### config.mk
export PLATFORM = sky130hd
export DESIGN_NAME = mem_wb_stage
export DESIGN_NICKNAME = d
export VERILOG_FILES = /design/src/rtl/cpu_pkg.sv /design/src/rtl/load_align.sv /design/src/rtl/mem_wb_stage.sv
export SDC_FILE = /design/constraint.sdc
export NUM_CORES = 1
export LEC_CHECK = 0
export ABC_AREA = 0
export ABC_CLOCK_PERIOD_IN_PS = 3340
export BUFFER_PORTS_ARGS = -buffer_cell sky130_fd_sc_hd__buf_2
export CORE_UTILIZATION = 54
export CTS_CLUSTER_DIAMETER = 120
export DETAILED_ROUTE_END_ITERATION = 12
export GPL_TIMING_DRIVEN = 0
export PLACE_DENSITY_LB_ADDON = 0.05
export SYNTH_ARGS = -nofsm -noshare
export SYNTH_HDL_FRONTEND = slang
export SYNTH_HIERARCHICAL = 1
export SYNTH_SLANG_ARGS = --single-unit
### constraint.sdc
create_clock -name clk -period 3.34 [get_ports clk]
set_input_delay 0.501 -clock clk [delete_from_list [all_inputs] [get_ports clk]]
set_output_delay 0.501 -clock clk [all_outputs]
set_load 0.05 [all_outputs]
### src/rtl/cpu_pkg.sv
// ============================================================================
// Module   : cpu_pkg
// Brief    : Shared CPU types: load-type encodings and datapath width.
// Revision : 1.0 - initial release
// ============================================================================
`default_nettype none

package cpu_pkg;

  localparam int unsigned DATA_W = 32;

  typedef enum logic [2:0] {
    LOAD_LW  = 3'd0,
    LOAD_LB  = 3'd1,
    LOAD_LBU = 3'd2,
    LOAD_LH  = 3'd3,
    LOAD_LHU = 3'd4
  } load_op_e;

  function automatic logic [DATA_W-1:0] sext8(input logic [7:0] b);
    return {{(DATA_W-8){b[7]}}, b};
  endfunction

  function automatic logic [DATA_W-1:0] sext16(input logic [15:0] h);
    return {{(DATA_W-16){h[15]}}, h};
  endfunction

endpackage

`default_nettype wire

### src/rtl/load_align.sv
// ============================================================================
// Module   : load_align
// Brief    : Combinational lane select / extension of a load word and
//            misalignment detection.
// Revision : 1.0 - initial release
// ============================================================================
`default_nettype none

module load_align
  import cpu_pkg::*;
(
  input  logic              is_load,
  input  logic [2:0]        load_op,
  input  logic [1:0]        addr_lo,
  input  logic [DATA_W-1:0] rdata,
  output logic [DATA_W-1:0] load_data,
  output logic              misaligned
);

  logic [7:0]  w_byte;
  logic [15:0] w_half;

  always_comb begin
    w_byte = 8'h00;
    case (addr_lo)
      2'd0:    w_byte = rdata[7:0];
      2'd1:    w_byte = rdata[15:8];
      2'd2:    w_byte = rdata[23:16];
      default: w_byte = rdata[31:24];
    endcase
  end

  assign w_half = addr_lo[1] ? rdata[31:16] : rdata[15:0];

  // Reserved encodings fall into the default arm and act as a word load.
  always_comb begin
    load_data  = rdata;
    misaligned = 1'b0;
    case (load_op)
      LOAD_LB:  load_data = sext8(w_byte);
      LOAD_LBU: load_data = {{(DATA_W-8){1'b0}}, w_byte};
      LOAD_LH: begin
        load_data  = sext16(w_half);
        misaligned = addr_lo[0];
      end
      LOAD_LHU: begin
        load_data  = {{(DATA_W-16){1'b0}}, w_half};
        misaligned = addr_lo[0];
      end
      default: begin
        load_data  = rdata;
        misaligned = (addr_lo != 2'd0);
      end
    endcase
    if (!is_load) begin
      misaligned = 1'b0;
    end
  end

endmodule

`default_nettype wire

### src/rtl/mem_wb_stage.sv
// ============================================================================
// Module   : mem_wb_stage
// Brief    : MEM/WB pipeline register with load extraction, register-file
//            write qualification and retired-instruction counting.
// Revision : 1.0 - initial release
// ============================================================================
`default_nettype none

module mem_wb_stage
  import cpu_pkg::*;
#(
  parameter int RETIRE_W = 32
) (
  input  logic                clk,
  input  logic                rst,
  input  logic                mem_valid,
  output logic                mem_ready,
  input  logic [4:0]          mem_wreg,
  input  logic                mem_regwrite,
  input  logic                mem_link,
  input  logic                mem_is_load,
  input  logic [2:0]          mem_load_op,
  input  logic [1:0]          mem_addr_lo,
  input  logic [DATA_W-1:0]   mem_alu_result,
  input  logic [DATA_W-1:0]   mem_rdata,
  input  logic [DATA_W-1:0]   mem_pc,
  input  logic                stall,
  input  logic                flush,
  output logic                wb_valid,
  output logic [4:0]          wb_wreg,
  output logic [DATA_W-1:0]   wb_wdata,
  output logic                wb_regwrite,
  output logic                wb_store_pc,
  output logic [DATA_W-1:0]   wb_inst_address,
  output logic                wb_addr_err,
  output logic [RETIRE_W-1:0] retire_count
);

  logic [DATA_W-1:0]   w_load_data;
  logic                w_misaligned;
  logic [DATA_W-1:0]   w_next_wdata;

  logic                r_valid;
  logic [4:0]          r_wreg;
  logic [DATA_W-1:0]   r_wdata;
  logic                r_regwrite;
  logic                r_link;
  logic                r_addr_err;
  logic [DATA_W-1:0]   r_pc;
  logic [RETIRE_W-1:0] r_retire;

  load_align u_load_align (
    .is_load    (mem_is_load),
    .load_op    (mem_load_op),
    .addr_lo    (mem_addr_lo),
    .rdata      (mem_rdata),
    .load_data  (w_load_data),
    .misaligned (w_misaligned)
  );

  assign mem_ready    = !stall || flush;
  assign w_next_wdata = mem_is_load ? w_load_data : mem_alu_result;

  // Retirement counts the instruction leaving WB, so a flush of the incoming
  // slot still retires whatever currently sits in the register.
  always_ff @(posedge clk or negedge rst) begin
    if (!rst) begin
      r_valid    <= 1'b0;
      r_wreg     <= 5'd0;
      r_wdata    <= '0;
      r_regwrite <= 1'b0;
      r_link     <= 1'b0;
      r_addr_err <= 1'b0;
      r_pc       <= '0;
      r_retire   <= '0;
    end else if (mem_ready) begin
      if (r_valid) begin
        r_retire <= r_retire + RETIRE_W'(1);
      end
      if (flush) begin
        r_valid    <= 1'b0;
        r_wreg     <= 5'd0;
        r_wdata    <= '0;
        r_regwrite <= 1'b0;
        r_link     <= 1'b0;
        r_addr_err <= 1'b0;
        r_pc       <= '0;
      end else begin
        r_valid    <= mem_valid;
        r_wreg     <= mem_wreg;
        r_wdata    <= w_next_wdata;
        r_regwrite <= mem_regwrite;
        r_link     <= mem_link;
        r_addr_err <= w_misaligned;
        r_pc       <= mem_pc;
      end
    end
  end

  // Link writes go to r31 via the PC path, never through the normal write port.
  assign wb_valid        = r_valid;
  assign wb_wreg         = r_wreg;
  assign wb_wdata        = r_wdata;
  assign wb_inst_address = r_pc;
  assign wb_addr_err     = r_valid & r_addr_err;
  assign wb_store_pc     = r_valid & r_link;
  assign wb_regwrite     = r_valid & r_regwrite & (r_wreg != 5'd0)
                           & !r_addr_err & !r_link;
  assign retire_count    = r_retire;

endmodule

`default_nettype wire
-- Yosys cells after proc, flatten, opt, wreduce, memory -nomap -nowiden
Index checks and enable logic that the tools add are counted.
- shifts and indexed selects: 0
- div/mod/pow operators: 0
- $lt $le $gt $ge: 0
- add/subtract/negate cells: 1
- reductions and logical operators: 10
- bitwise gates (word level): 6
- equality and inequality tests: 6
- multipliers: 0
- mux-type cells: 13
- operators by type and width (kind ; count):
    32-bit one-hot mux with 4 select lines ; 1
    32-bit two-way mux ; 3
    32-bit by 1-bit adder with 32-bit output (second input constant) ; 1
    8-bit one-hot mux with 3 select lines ; 1
    16-bit two-way mux ; 1
    1-bit AND ; 6
    3-bit by 2-bit == test with 1-bit output (second input constant) ; 2
    1-bit two-way mux ; 5
    5-bit two-way mux ; 1
    5-bit nonzero test ; 1
    2-bit OR reduction ; 2
    3-bit by 1-bit == test with 1-bit output (second input constant) ; 1
    3-bit == test (second input constant) ; 1
    1-bit zero test ; 3
    2-bit by 1-bit == test with 1-bit output (second input constant) ; 1
    2-bit == test (second input constant) ; 1
    2-bit zero test ; 1
    1-bit one-hot mux with 2 select lines ; 1
    2-bit AND reduction ; 1
    2-bit nonzero test ; 1
    1-bit logical OR ; 1
- word-level logic and storage cells: 44
- ROM bits: 0
- flip-flop bits (word level): 105
- input port bits: 114
- output and inout bits: 106
- memory bits (writable): 0
- latch bits: 0
- memories kept: 0

-- Longest topological paths before layout
- depth in word-level cells: 5
- depth in mapped cells: 11
- depth with buffers taken out: 8

-- Modules after synthesis
Netlist, hierarchy kept.
- by module, submodules not included (module ; seq. area each (µm²) ; area each (µm²) ; cells each ; times used):
    mem_wb_stage ; 2627.5 ; 4793.3 ; 446 ; 1
    load_align ; 0.0 ; 1046.0 ; 156 ; 1

-- Least setup slack after synthesis
OpenSTA, ideal clock, no wires.
- path type: input-to-reg
- from: input mem_addr_lo[1]
- to: register r_wdata[2] (netlist: wb_wdata[2])
- cell stages on the path: 9
- required time: 3.208 ns
- path buffers: 2
- setup time: 0.132 ns
- slack: 1.079 ns
- data arrival time: 2.129 ns
- cells stage by stage: buf_2 > buf_6 > mux4_2 > a32o_1 > a221o_1 > mux2i_1 > nor2_1 > a21oi_1 > nor2_1
- word-level cells in the longest chain between the ends: 5
- elaborated cells on any way between the ends: 8
- classes of those cells: eq/ne (2); mux (5); reduce/logical (1)
- ends and longest elaborated chain (element ; line ; text):
    from (decl) ; mem_wb_stage.sv:23 ; input logic [1:0] mem_addr_lo,
    2-bit == test, or another cell as far along ; load_align.sv:25 ; case (addr_lo)
    8-bit one-hot mux with 3 select lines ; load_align.sv:25 ;
    32-bit one-hot mux with 4 select lines * ; load_align.sv:39 ; case (load_op)
    net w_load_data[2] ; mem_wb_stage.sv:39 ; logic [DATA_W-1:0] w_load_data;
    32-bit two-way mux * ; mem_wb_stage.sv:62 ; assign w_next_wdata = mem_is_load ? w_load_data : mem_alu_result;
    32-bit two-way mux * ; mem_wb_stage.sv:80 ; if (flush) begin
    to (signal assigned) ; mem_wb_stage.sv:91 ; r_wdata <= w_next_wdata;
    to (decl) ; mem_wb_stage.sv:45 ; logic [DATA_W-1:0] r_wdata;
Mark *: on every way through the listed nets, which the timed path passes. The rest lies on a longest branch.
A chain may end at the register's enable or synchronous reset.

-- Final worst setup path
- from: input mem_load_op[0]
- to: register r_wdata[9] (netlist: wb_wdata[9])
- word-level cells in the longest chain between the ends: 4
- elaborated cells on any way between the ends: 7
- classes of those cells: eq/ne (4); mux (3)
- ends and longest elaborated chain (element ; line ; text):
    from (decl) ; mem_wb_stage.sv:22 ; input logic [2:0] mem_load_op,
    3-bit == test, or another cell as far along ; load_align.sv:39 ;
    32-bit one-hot mux with 4 select lines * ; load_align.sv:39 ;
    net w_load_data[9] ; mem_wb_stage.sv:39 ;
    32-bit two-way mux * ; mem_wb_stage.sv:62 ;
    32-bit two-way mux * ; mem_wb_stage.sv:80 ;
Marks and branches as above.

==> metrics.md <==
| Metric | Value |
|---|---|
| Crit Path Max Fanout | `9` |
| Synthesized area | `0.00584 mm2` |
| Post-synthesis simple-gate area fraction | `between 20% and 30%` |
| Setup Viol. Count Final | `0` |
| Max-slew violation count | `0` |
| CP required | `between 3 and 4 ns` |
| Layout area overhead | `25.5%` |
| Max Fclk | `~450 MHz` |
| Area occupied by registers | `0.00263 mm2` |
| Total number of vias | `approximately 5,600` |
| Commonest cells after routing, fill and taps aside | `228 x buf_2, 110 x nor2_1, 105 x dfrtp_1, 74 x mux2i_1, 54 x nand2_1` |
| Setup CP Type | `in -> reg` |
| Post-CTS sizing | `0` |
| Area of the multi-input gates | `0.00298 mm2` |
| Number of synthesized flops with an enable pin | `0` |
| Final wirelength | `17.9 mm` |
| Outcome | `complete, no violations` |
| RSZ-0062 raised after global routing | `no` |
| Worst Skew | `between 0.01 and 0.015 ns` |
| Synth warn | `6` |
| Register share of total power | `~45%` |
| Aggregate global-route resource usage | `between 30% and 40%` |
| Rows | `37` |
| Int Pwr | `a little over 2000 uW` |
| Synth cell types | `about 50` |
| GP Congestion | `~0.9` |
| Setup_tns | `0 ns` |
| Final hold slack | `0.131 ns` |
| # fillers | `839` |
| Post-synthesis adder-cell area fraction | `less than 1%` |
| Slowest stage delay, CP | `between 0.3 and 0.4 ns` |
| Inserted Clock Buffers | `9` |
| First-pass GRT wire length | `around 28 mm` |
| Area of the core | `roughly 0.010 mm2` |
| P_sw | `between 1000 and 1500 uW` |
| Root Buffer | `clkbuf_8` |
| P_leak | `roughly 0.0039 uW` |
| DP HPWL | `13.6 mm` |
| Worst slew pin tran | `about 0.68 ns` |
| Slowest CP cell | `nor2_1` |
| Synthesized area per cell | `around 9.7 um2` |
| Routed vias/inst | `between 5 and 6` |
| Synth Area in Compound Gates | `a little under 9%` |
| Crit path time final | `about 2.2 ns` |
| HP Class | `in -> async` |
| Die Ht | `approximately 110 um` |
| Largest net degree at the start of global routing | `66` |
| Boundary pin count | `220` |
| Post-CTS setup buffers | `0` |
| Syn_nets | `slightly above 700` |
| Clock share of power | `between 20% and 30%` |
| Clk_lat worst skew | `between 0.3 and 0.4 ns` |
| Pwr Density | `432 mW/mm2` |
| Routed WL per cell | `between 15 and 20 um` |
| Max-slew headroom | `between 50% and 60%` |
| Layout net count | `944` |
| Number of routed nets with antenna violations | `0` |
| Layout Cells excl Fill | `between 900 and 1,000` |
| Input/output buffers | `215` |
| CTS tree | `yes` |
| Net Sw Frac | `36.0%` |
| Crit path DAT | `2.46 ns` |
| CTS max path bufs | `2` |
| Die ar. | `approximately 0.011 mm2` |
| Syn Inst Count | `602` |
| Logic pwr share | `around 28%` |
| Worst VDD drop | `a little under 0.4 mV` |
| Share of async-settable or async-resettable flops after synthesis | `100%` |
| Placed cells | `about 950` |
| DR iter-0 viols | `approximately 570` |
| Period utilization | `66.3%` |
| Share of layout cells above drive strength 1 | `roughly a third` |
| H-Tree Depth | `3` |
| Cell mode on critical path | `nor2_1` |
| Max_cap viols | `0` |
| Vias in the first global route | `around 5,500` |
| Seq/Total Area, Yosys | `between 40% and 50%` |
| CP startpoint kind | `input port` |
| Initial antenna violation count | `1` |
| Drt drc | `0` |
| FF+latch count, synth | `between 100 and 150` |
| Post-synth top flop | `dfrtp_1` |
| Largest family of logic cells by synthesized area | `simple AND/OR/NAND/NOR gates` |
| Congestion Overflow GR | `0` |
| Cell Chain, Critical Path | `buf_2 > nor2_1 > and3_1 > buf_2 > a21oi_1 > a221o_1 > mux2i_1 > nor2_1 > a21oi_1 > nor2_1` |
| Horiz. Die Dim | `roughly 110 um` |
| Count of final hold-check violations | `0` |
| Hold-fix buffers at CTS | `0` |
| Mux contribution to synthesized area | `16.0%` |
| Initial core utilization | `a little under three fifths` |
| Clock transition at path regs | `0.10 ns` |
| Crit end category | `register` |
| Synth Area in XOR/XNOR | `about 4.8%` |
| TritonRoute pass-1 iters | `6` |
| Commonest non-fill, non-tap cell in the layout | `buf_2` |
| # clock sinks | `between 100 and 150` |
## per-stage QoR
stage	power (uW)	instance area [um2]	worst slack (ns)	util [%]
after global routing	3300	7330	0.949	70.4
final	3170	7330	1.12	70.4
after global placement	2300	7090	0.625	68.0
after detailed placement	2320	7120	0.794	68.3
after floorplan	2030	5840	1.08	-
after CTS	3170	7330	1.19	70.4
## synth_stat cells (2+ instances only)
cell type,instances,area [um2]
mux2i_1,74,741
buf_2,14,70.1
xor2_1,5,43.8
nor3_1,3,15.0
clkbuf_1,25,93.8
and4_1,4,35.0
and2_1,5,31.3
a21o_1,2,15.0
and3_2,2,15.0
buf_6,3,33.8
o21ai_0,10,50.1
a32o_1,7,70.1
nor2_1,110,413
a221o_1,14,140
a21oi_1,37,185
nand3_1,19,95.1
nand4_1,33,206
dfrtp_1,105,2630
nand4b_1,2,17.5
and3_1,8,50.1
inv_1,4,15.0
buf_1,3,11.3
mux4_2,8,180
xnor2_1,27,236
nand2_1,54,203
## final cells by class
cell class	count	share of cell area (%)
Multi-Input combinational cell	447	40.7
Sequential cell	105	35.8
Timing Repair Buffer	216	15.1
Buffer	46	2.95
Tap cell	136	2.32
Clock buffer	12	2.12
Clock inverter	4	0.785
Inverter	4	0.205
Antenna cell	1	0.0341
## power by group through the flow
stage	combinational, uW	clock, uW	sequential (uW)
2_1_floorplan	319	0	1710
3_3_place_gp	865	0	1440
3_5_place_dp	884	0	1440
4_1_cts	887	870	1420
5_1_grt	953	915	1430
6_report	889	860	1420
## worst max-delay path: cells and delay by family
| family | cells | cell delay [ns] |
|---|---|---|
| AOI/OAI and AO/OA | 3 | 0.66 |
| buffers and inverters | 2 | 0.39 |
| and+or+nand+nor | 4 | 0.69 |
| muxes | 1 | 0.21 |
## per-layer routing
metal  GRT usage (%)  up-vias  part of all wire [%]
met2            52.8      288                    46
li1                -     2591                     -
met4            9.82        0                   2.3
met5               0        -                     0
met1            42.9     2635                    41
met3            9.32       40                    10
## cell families (layout without fill, tap and decap cells)
kind of cell    after synthesis  count (layout)
mux                          83              83
buf+inv                      50             282
fa+ha+maj                     1               1
flops                       105             105
simple gates                254             254
other cells                   0               1
compound gates               77              77
xor+xnor                     32              32
## state kept, by name (all words and copies together), names as in the netlist
signal           count
wb_wreg              5
wb_wdata            32
r_link               1
r_addr_err           1
wb_inst_address     32
retire_count        32
r_regwrite           1
wb_valid             1
## path summary, 6_finish.rpt
path	start	to	slack (ns)	cells past startpoint
hold reg to reg	retire_count[22]	retire_count[22]	0.50	1
setup / recovery	mem_load_op[0]	wb_wdata[9]	1.12	10
min in group clk	mem_wreg[3]	wb_wreg[3]	0.36	3
hold / removal	rst	wb_wdata[3]	0.13	1
setup reg to reg	retire_count[0]	retire_count[12]	1.45	7
max in group asynchronous	rst	wb_wdata[18]	2.48	2
Note: power is estimated with default switching activity, not from simulation.
